==> src/rtl/cordic_calc_sequencer.sv <==
//==============================================================================
// cordic_calc_sequencer : one-at-a-time request sequencer for the CORDIC calculator
// Revision 1.0
//==============================================================================
`default_nettype none

module cordic_calc_sequencer #(
  parameter int WIDTH   = 32,
  parameter int TAG_W   = 4,
  parameter int TIMEOUT = 64,
  parameter int CNT_W   = 8
) (
  input  logic               clk,
  input  logic               rst,
  // command port
  input  logic               cmd_valid,
  output logic               cmd_ready,
  input  logic [3:0]         cmd_op,
  input  logic [WIDTH-1:0]   cmd_x,
  input  logic [WIDTH-1:0]   cmd_y,
  input  logic [WIDTH-1:0]   cmd_z,
  input  logic [TAG_W-1:0]   cmd_tag,
  // response port
  output logic               rsp_valid,
  input  logic               rsp_ready,
  output logic [WIDTH-1:0]   rsp_result,
  output logic [TAG_W-1:0]   rsp_tag,
  output logic [1:0]         rsp_err,
  output logic [CNT_W-1:0]   rsp_cycles,
  // calculator side
  output logic               calc_enable,
  output logic [3:0]         calc_operation,
  output logic [WIDTH-1:0]   calc_x,
  output logic [WIDTH-1:0]   calc_y,
  output logic [WIDTH-1:0]   calc_z,
  input  logic [WIDTH-1:0]   calc_result,
  input  logic               calc_done
);

  typedef enum logic [1:0] {
    S_IDLE  = 2'd0,
    S_ISSUE = 2'd1,
    S_WAIT  = 2'd2,
    S_RESP  = 2'd3
  } state_t;

  localparam logic [3:0]       OP_NONE  = 4'hF;
  localparam logic [3:0]       OP_LAST  = 4'd9;
  localparam logic [1:0]       ERR_OK   = 2'b00;
  localparam logic [1:0]       ERR_OP   = 2'b01;
  localparam logic [1:0]       ERR_TMO  = 2'b10;
  localparam logic [CNT_W-1:0] CNT_LAST = CNT_W'(TIMEOUT - 1);
  localparam logic [CNT_W-1:0] CNT_TMO  = CNT_W'(TIMEOUT);
  localparam logic [CNT_W-1:0] CNT_ONE  = CNT_W'(1);

  state_t           state;
  logic [CNT_W-1:0] cnt;

  assign cmd_ready = (state == S_IDLE);

  always_ff @(posedge clk) begin
    if (rst) begin
      state          <= S_IDLE;
      cnt            <= '0;
      rsp_valid      <= 1'b0;
      rsp_result     <= '0;
      rsp_tag        <= '0;
      rsp_err        <= ERR_OK;
      rsp_cycles     <= '0;
      calc_enable    <= 1'b0;
      calc_operation <= OP_NONE;
      calc_x         <= '0;
      calc_y         <= '0;
      calc_z         <= '0;
    end else begin
      case (state)
        S_IDLE: begin
          if (cmd_valid) begin
            calc_x  <= cmd_x;
            calc_y  <= cmd_y;
            calc_z  <= cmd_z;
            rsp_tag <= cmd_tag;
            if (cmd_op <= OP_LAST) begin
              calc_operation <= cmd_op;
              calc_enable    <= 1'b1;
              state          <= S_ISSUE;
            end else begin
              // illegal opcode never reaches the calculator
              calc_operation <= OP_NONE;
              rsp_result     <= '0;
              rsp_err        <= ERR_OP;
              rsp_cycles     <= '0;
              rsp_valid      <= 1'b1;
              state          <= S_RESP;
            end
          end
        end

        S_ISSUE: begin
          // done seen here may belong to the previous request
          cnt   <= '0;
          state <= S_WAIT;
        end

        S_WAIT: begin
          if (calc_done) begin
            rsp_result  <= calc_result;
            rsp_err     <= ERR_OK;
            rsp_cycles  <= cnt + CNT_ONE;
            rsp_valid   <= 1'b1;
            calc_enable <= 1'b0;
            state       <= S_RESP;
          end else if (cnt == CNT_LAST) begin
            rsp_result  <= '0;
            rsp_err     <= ERR_TMO;
            rsp_cycles  <= CNT_TMO;
            rsp_valid   <= 1'b1;
            calc_enable <= 1'b0;
            state       <= S_RESP;
          end else begin
            cnt <= cnt + CNT_ONE;
          end
        end

        S_RESP: begin
          if (rsp_ready) begin
            rsp_valid <= 1'b0;
            state     <= S_IDLE;
          end
        end

        default: state <= S_IDLE;
      endcase
    end
  end

endmodule

`default_nettype wire

==> config.mk <==
export PLATFORM = sky130hd
export DESIGN_NAME = cordic_calc_sequencer
export DESIGN_NICKNAME = d
export VERILOG_FILES = /design/src/rtl/cordic_calc_sequencer.sv
export SDC_FILE = /design/constraint.sdc
export NUM_CORES = 1
export LEC_CHECK = 0
export ABC_AREA = 1
export BUFFER_PORTS_ARGS = -buffer_cell sky130_fd_sc_hd__buf_2
export CORE_ASPECT_RATIO = 1.5
export CORE_MARGIN = 2
export CORE_UTILIZATION = 47
export CTS_BUF_LIST = sky130_fd_sc_hd__clkbuf_4 sky130_fd_sc_hd__clkbuf_8
export CTS_CLUSTER_DIAMETER = 50
export DETAILED_ROUTE_END_ITERATION = 12
export GPL_TIMING_DRIVEN = 0
export PLACE_DENSITY = 0.82
export SLEW_MARGIN = 20
export SYNTH_ARGS = -nofsm -noshare
export SYNTH_HDL_FRONTEND = slang
export SYNTH_SLANG_ARGS = --single-unit
==> constraint.sdc <==
create_clock -name clk -period 2.1 [get_ports clk]
set_clock_uncertainty 0.1 [all_clocks]
set_input_delay 0.21 -clock clk [delete_from_list [all_inputs] [get_ports clk]]
set_output_delay 0.21 -clock clk [all_outputs]
set_load 0.02 [all_outputs]
; Word-level counts from Yosys, hierarchy flattened
; Cells that the tools add are included.
[word_totals]
latchBits = 0
inputBits = 141
memories = 0
ram_bits = 0
register_bits = 158
romBits = 0
word_cells = 71
out_inout_bits = 149
[op_classes]
div_mod_pow = 0
bitwise = 0
reduce_logical = 10
eq_ne = 11
multipliers = 0
shifts = 0
n_mux = 36
addsub = 1
magnitude_cmp = 1
[ops]
columns = op, count
row1 = 32-bit two-way mux, 4
row2 = 32-bit one-hot mux with 2 select lines, 1
row3 = 8-bit two-way mux, 6
row4 = 8-bit one-hot mux with 2 select lines, 2
row5 = 2-bit two-way mux, 9
row6 = "2-bit inequality test, second input constant", 5
row7 = 1-bit two-way mux, 9
row8 = "8-bit by 1-bit adder with 8-bit output, second input constant", 1
row9 = "8-bit by 6-bit equality test with 1-bit output, second input constant", 1
row10 = 2-bit one-hot mux with 4 select lines, 1
row11 = 4-bit AND reduction, 2
row12 = 3-bit AND reduction, 2
row13 = 5-bit AND reduction, 1
row14 = "2-bit equality test, second input constant", 2
row15 = "4-bit less-or-equal comparator, second input constant", 1
row16 = 4-bit two-way mux, 1
row17 = 2-bit one-hot mux with 2 select lines, 1
row18 = 2-bit nonzero test, 2
row19 = "3-bit inequality test, second input constant", 1
row20 = 1-bit one-hot mux with 3 select lines, 1
row21 = 3-bit nonzero test, 1
row22 = "2-bit by 1-bit equality test with 1-bit output, second input constant", 1
row23 = 2-bit zero test, 1
row24 = "2-bit by 1-bit inequality test with 1-bit output, second input constant", 1
row25 = other kinds (2), 2

; Longest topological paths before layout
; Gate-level depths: netlist of run 1.
[logic_depth]
ltp_word = 4
mapped_depth = 11
ltp_nobuf = 10

; Worst setup path before layout of run 1
; OpenSTA, ideal clock, no wires.
[synth_timing]
path_type = register -> register
start = register state[0]
end = register rsp_result[10]
required_time_ns = 1.929
t_arrival_ns = 1.709
synth_period_minus_slack_ns = 1.880
path_stages_with_launch = 11
path_slack_ns = 0.220
path_cell_list = dfxtp_1 -> inv_1 -> ha_1 -> buf_6 -> o21ai_4 -> nand2_2 -> nor2_2 -> buf_6 -> buf_6 -> nand2_1 -> a21oi_2
[synth_between]
elab_chain_cells = 3
word_cells_on_any_way = 8
[synth_lines]
columns = item, line
row1 = from (decl), 56  ; state_t state;
row2 = from (signal assigned), 63  ; state <= S_IDLE;
row3 = from (signal assigned), 86  ; state <= S_ISSUE;
row4 = from (signal assigned), 94  ; state <= S_RESP;
row5 = 2-bit zero test *, n/a
row6 = via cmd_ready, 17  ; output logic cmd_ready,
row7 = 2-bit inequality test (no line) or 2-bit nonzero test (tied branches), n/a
row8 = 4-bit AND reduction (no line), n/a
row9 = to (signal assigned), 107  ; rsp_result <= calc_result;
row10 = to (decl), 26  ; output logic [WIDTH-1:0] rsp_result,
; Mark *: on every way through the listed nets, which the timed path passes. The rest lies on a longest branch.
; A chain may end at the register's enable or synchronous reset.

; Worst setup path after layout of run 1
[layout_timing]
start = register state[1]
end = register calc_y[29]
[layout_between]
elab_chain_cells = 2
[layout_lines]
columns = item, line
row1 = 2-bit zero test, 76  ; case (state)
row2 = 2-bit AND reduction (no line), n/a
row3 = to (signal assigned), 80  ; calc_y <= cmd_y;
row4 = to (decl), 34  ; output logic [WIDTH-1:0] calc_y,
; No other way between the ends.

==> results of run 1 <==
-- synth_stat cells, types with 2 or more instances --
cell        n  share of area [%]
a21oi_1    31                2.6
nand4_1     4               0.42
clkbuf_1   31                2.0
buf_6       3               0.57
o21ai_0   106                9.0
nand3_1    16                1.4
nor2_1    212                 13
xor2_1      2               0.30
nand2_2    13                1.4
nand2_1   110                7.0
buf_2      10               0.85
a21oi_2    20                3.0
inv_2       2               0.13
inv_1      19                1.2
dfxtp_1   158                 54
o22ai_1     3               0.32
ha_1        5                1.1
buf_4       4               0.51
-- power by group through the flow --
stage | logic (mW) | registers, mW | clock network [mW]
3_5_place_dp | 3.40 | 3.91 | 0
3_3_place_gp | 3.35 | 3.89 | 0
2_1_floorplan | 1.57 | 4.59 | 0
6_report | 4.08 | 3.96 | 2.23
5_1_grt | 4.41 | 3.99 | 2.37
4_1_cts | 3.62 | 3.84 | 2.21
-- through the flow --
stage          setup slack [ns]  instance area [um2]  hold WS (ns)  utilization (%)  instances
2_1_floorplan             0.220                 5910         0.223                -        757
3_3_place_gp             0.0846                 7540         0.330             60.9       1201
3_5_place_dp             0.0715                 7540         0.342             60.9       1201
4_1_cts                  0.0265                 9290       0.00314             75.0       1370
5_1_grt                  -0.127                 9390        0.0548             75.8       1378
6_report                 0.0842                 9400        0.0319             75.8       1379
-- final timing paths --
check                startpoint       endpoint  cells past startpoint
hold reg to reg   rsp_cycles[4]  rsp_cycles[4]                      2
setup reg to reg       state[1]     calc_y[29]                      9
setup / recovery       state[1]     calc_y[29]                      9
hold / removal        calc_done     rsp_err[1]                      4
-- cells by family (layout without fill, tap and decap cells) --
group	count (synthesis)	count (layout)	share of synthesized area, %
fa+ha+maj	5	5	1.06
other cells	0	5	0
flops	158	158	53.5
compound gates	162	162	15.3
xor+xnor	3	3	0.445
buf+inv	71	532	5.63
simple gates	358	358	24.0
-- registers in the layout, indices dropped and copies added, names as in the netlist --
| name | count |
|---|---|
| rsp_cycles | 8 |
| calc_x | 32 |
| rsp_err | 2 |
| calc_operation | 4 |
| cnt | 8 |
| state | 2 |
| rsp_tag | 4 |
| calc_enable | 1 |
| calc_z | 32 |
| rsp_result | 32 |
| rsp_valid | 1 |
| calc_y | 32 |
-- routing by layer --
metal	GRT usage (%)	vias up	part of all wire, %
li1	-	3336	-
met1	35.9	3444	32
met2	62.1	575	49
met3	19.2	182	11
met4	23.8	2	7.0
met5	6.75	-	0.21
-- final cells by class --
cell class,instances,area (um2)
Multi-Input combinational cell,528,2440
Clock buffer,18,241
Antenna cell,5,12.5
Inverter,22,86.3
Clock inverter,14,131
Fill cell,749,2990
Timing Repair Buffer,430,2850
Buffer,48,272
Tap cell,156,195
Sequential cell,158,3160
-- what timing repair did --
item | 4_1_cts | 5_1_grt
buffers inserted | 0 | 5
setup endpoints to repair | 0 | 130
resized for setup | 0 | 39
hold buffers | 137 | 0
endpoints found under the hold margin | 137 | 0
-- critical path: stages, from the launching register on --
cell        delay [ns]
dfxtp_1           0.34
inv_1             0.10
ha_1              0.18
buf_6             0.14
nand2_4           0.08
clkinvlp_4        0.13
buf_4             0.21
buf_2             0.27
nor2_1            0.08
nor2_1            0.26
==> impl_results.md, run 1 <==
- Run status: finished, final reports clean
- Net count, final: 1,351
- Syn Inst Count: approximately 760
- Number of synthesized flops with an enable pin: 0
- Starting Density: 47.7%
- First-pass GRT wire length: 38,800 um
- Total gr overflow: 0
- Max clock buf depth: 2
- Post-synth top flop: dfxtp_1
- Synthesized area: 5910 um2
- Total negative setup slack: 0 ns
- Sw power: 4.35 mW
- CTS buffer count: 17
- Total track usage: between 30% and 40%
- Post-synth ARST share: 0%
- Reg-to-reg slack, setup: 0.08 ns
- Finish-stage setup viols: 0
- Worst Path Class, Setup: reg2reg
- CORE AREA: 12,400 um2
- WL final: 25,800 um
- Power density over the cells: around 1100 nW/um2
- Chip width: roughly 96 um
- Drt pass-1 iters: 5
- Internal: 5.92 mW
- Crit share post-route: 96.0%
- Clock network power share: a little over a fifth
- Max_cap viols: 0
- # rows: 50
- Average wire per standard cell: between 15 and 20 um
- Tmin final: 2.02 ns
- Die area: 13,500 um2
- Syn nets: 903
- Routed vias: roughly 7,500
- Crit path launch type: register
- Clk Latency, worst-skew pair: 0.45 ns
- Chip Height: 141 um
- Avg Inst Size Synth: 7.80 um2
- CTS tree: built
- Pins Over Slew Limit: 0
- Largest net degree at the start of global routing: 17
- Least-Margin Pin Slew: 0.675 ns
- Hold Path Class: in2reg
- Yosys cell types: 26
- Port-buffer cells: 288
- Gp weighted congestion: 0.896
- Vias in the first global route: approximately 7,500
- Arr. time, crit path: 2.25 ns
- Crit. End Element: register
- VDD IR max: about 0.56 mV
- Drt via density: 5.47
- Initial antenna violation count: 4
- Clock slew at reported path FFs: 0.09 ns
- Seq cells post-synth: 158
- Fmax: 496 MHz
- Fin. Hold Viols: 0
- Share of cells above drive strength 1: 32.8%
- Detail Placement HPWL: ~13,000 um
- Sw frac: about 42%
- Relative slew slack: 55.0%
- DR DRC count: 0
- ANT nets after route: 0
- DR iter-0 viols: 577
- Root Driver: clkbuf_8
- Pleak: ~4.4 nW
- Yosys warns: 0
- Combinational power share: slightly below 40%
- WP data required: about 2.3 ns
- Area grow syn2layout: 59.1%
- Flop pwr share: roughly two fifths
- Most common cell after layout, fill and taps aside: buf_2
- Final Power: 10.3 mW
- Sequential area share after synthesis: between 50% and 60%
- # IOs: 290
- Crit Path Max Fanout: 10
- Most frequent cells in the layout: 294 x buf_2, 203 x nor2_1, 157 x dfxtp_1
- H-tree depth: 4
- Clock tree sinks: between 150 and 200
Note: power is estimated with default switching activity, not from simulation.
==> run 2: changes to the inputs <==
--- a/config.mk
+++ b/config.mk
@@ -9,12 +9,12 @@
 export BUFFER_PORTS_ARGS = -buffer_cell sky130_fd_sc_hd__buf_2
 export CORE_ASPECT_RATIO = 1.5
 export CORE_MARGIN = 2
-export CORE_UTILIZATION = 47
+export CORE_UTILIZATION = 40
 export CTS_BUF_LIST = sky130_fd_sc_hd__clkbuf_4 sky130_fd_sc_hd__clkbuf_8
 export CTS_CLUSTER_DIAMETER = 50
 export DETAILED_ROUTE_END_ITERATION = 12
 export GPL_TIMING_DRIVEN = 0
-export PLACE_DENSITY = 0.82
+export PLACE_DENSITY = 0.71
 export SLEW_MARGIN = 20
 export SYNTH_ARGS = -nofsm -noshare
 export SYNTH_HDL_FRONTEND = slang
==> constraint.sdc (replaced) <==
create_clock -name clk -period 2.5 [get_ports clk]
set_clock_uncertainty 0.1 [all_clocks]
set_input_delay 0.25 -clock clk [delete_from_list [all_inputs] [get_ports clk]]
set_output_delay 0.25 -clock clk [all_outputs]
set_load 0.02 [all_outputs]
==> run 2 against run 1 <==
First-iteration DRC count fell by 64%. Via count down 11%. Sequential share of layout area increased by 0.18 points. Clock power down 15%. Non-clock buffer count down 5. Utilization decreased by 12 points. Largest power group is now registers. Cell count increased by 2.2%. Critical path depth down 1.
==> impl_results.md, run 2 (synthesized netlist as in run 1, its figures left out) <==
- Average wire per standard cell: 14.6 um (-22%)
- DR DRC count: 0 (unchanged)
- R2R cell count: 8 (-1)
- Number of cells upsized or downsized after cts: 0 (unchanged)
- H-tree depth: 4 (unchanged)
- Drt pass-1 iters: 4 (-1)
- Crit-path max cell delay: 0.38 ns (+0.04 ns)
- Power density over the cells: 880 nW/um2 (-19%)
- Worst Hold Depth: 3 (-1)
- Total track usage: 25.3% (-12 points)
- Multi-input logic area: 2410 um2 (-1.3%)
- Crit path launch type: register
- Most frequent cells in the layout: 298 x buf_2, 212 x nor2_1, 158 x dfxtp_1
- Pleak: 4.37 nW (-1.3%)
- # rows: 54 (+8.0%)
- Final Power: 8.22 mW (-20%)
- Crit Path Max Fanout: 10 (unchanged)
- VDD IR max: 0.428 mV (-24%)
- Fmax: 484 MHz (-2.4%)
- Hold Path Class: in2reg
- CP max-delay cell: dfxtp_1
- Seq. cell area: 3160 um2 (about the same)
- Net count, final: 1,346 (-0.37%)
- WL final: 20,600 um (-20%)
- Detail Placement HPWL: 13,600 um (+2.7%)
- DR iter-0 viols: 206 (-64%)
- Gp weighted congestion: 0.862 (-3.8%)
- Clock slew at reported path FFs: 0.10 ns (about the same)
- Starting Density: 40.7% (-7.0 points)
- CTS buffer count: 17 (unchanged)
- CORE AREA: 14,500 um2 (+17%)
- Max clock buf depth: 2 (unchanged)
- Most common cell after layout, fill and taps aside: buf_2
- Arr. time, crit path: 2.34 ns (+0.09 ns)
- # IOs: 290 (unchanged)
- Crit share post-route: 82.6% (-13 points)
- Root Driver: clkbuf_8
- Die area: 15,800 um2 (+17%)
- RSZ-0062 raised after global routing: false
- Max_cap viols: 0 (unchanged)
- Chip Height: 153 um (+8.2%)
- CP cell instances: inv_1 > ha_1 > buf_6 > nand2_2 > buf_2 > clkbuf_1 > o21ai_0 > nor2_1
- Largest net degree at the start of global routing: 17 (unchanged)
- Ant. Diodes: 0 (-5)
- Relative slew slack: 53.4% (-1.6 points)
- Hold_ws: 0.0141 ns (-0.0178 ns)
- Post-CTS Hold Buffers: 136 (-0.73%)
- Vias in the first global route: 6,755 (-10%)
- Initial antenna violation count: 0 (-4)
- Total gr overflow: 0 (unchanged)
- Clk Latency, worst-skew pair: 0.44 ns (about the same)
- WP data required: 2.78 ns (+0.44 ns)
- Worst Path Class, Setup: reg2reg
- Tmin final: 2.07 ns (+0.0494 ns)
- ANT nets after route: 0 (unchanged)
- Total negative setup slack: 0 ns (unchanged)
- Routed vias: 6,724 (-11%)
- CTS tree: built
- Port-buffer cells: 288 (unchanged)
- Finish-stage setup viols: 0 (unchanged)
- First-pass GRT wire length: 31,800 um (-18%)
- Fin. Hold Viols: 0 (unchanged)
- Fill count: 1,181 (+58%)
- Run status: finished, final reports clean
- Fin util: 64.3% (-12 points)
- Share of cells above drive strength 1: 31.0% (-1.8 points)
- Setup Fix Bufs, Post-CTS: 0 (unchanged)
- Drt via density: 4.77 (-13%)
- Area grow syn2layout: 58.2%
- Chip width: 103 um (+8.0%)
- Pins Over Slew Limit: 0 (unchanged)
- Least-Margin Pin Slew: 0.699 ns (+0.0243 ns)
- Clock tree sinks: 158 (unchanged)
- Crit. End Element: register
-- run 2: layout make-up --
| class | count | share of cell area [%] |
|---|---|---|
| plain buffers | 49 | 2.68 |
| clock buffers | 18 | 2.58 |
| clock inverters | 14 | 1.57 |
| inverters | 22 | 0.884 |
| multi-input cells | 528 | 25.8 |
| flip-flops and latches | 158 | 33.9 |
| well taps | 196 | 2.62 |
| repair buffers | 424 | 30.0 |
-- run 2: report_power, final --
part           internal [mW]  total [mW]  switching [mW]
registers               3.00        3.26           0.259
clock network          0.835        1.89            1.05
logic                   1.07        3.07            2.00
-- run 2: final timing paths --
kind / from / endpoint / slack [ns]
hold reg to reg: rsp_cycles[4] / rsp_cycles[4] / 0.36
hold / removal: cmd_z[31] / calc_z[31] / 0.01
setup / recovery: state[0] / calc_y[23] / 0.43
setup reg to reg: state[0] / calc_y[23] / 0.43
-- run 2: worst max-delay path, delay by kind of cell (launching register included) --
kind                     cells  cell delay [ns]
AO/OA/AOI/OAI                1             0.17
adder cells (fa/ha/maj)      1             0.22
buffers and inverters        4             0.85
flip-flops                   1             0.38
AND/OR/NAND/NOR              2             0.26
-- run 2: routing by layer --
layer,GRT usage (%),wire length (um),up-vias
met5,0,0,-
met4,12.0,860,0
met3,7.13,1680,75
met2,47.8,10600,296
met1,24.2,7510,3040
li1,-,-,3313
-- run 2: per-stage QoR --
step | instances | setup WS (ns) | instance area, um2
global placement | 1241 | 0.496 | 7590
floorplan | 757 | 0.620 | 5910
finish | 1409 | 0.435 | 9340
detailed placement | 1241 | 0.464 | 7590
global route | 1409 | 0.236 | 9340
CTS | 1409 | 0.435 | 9340
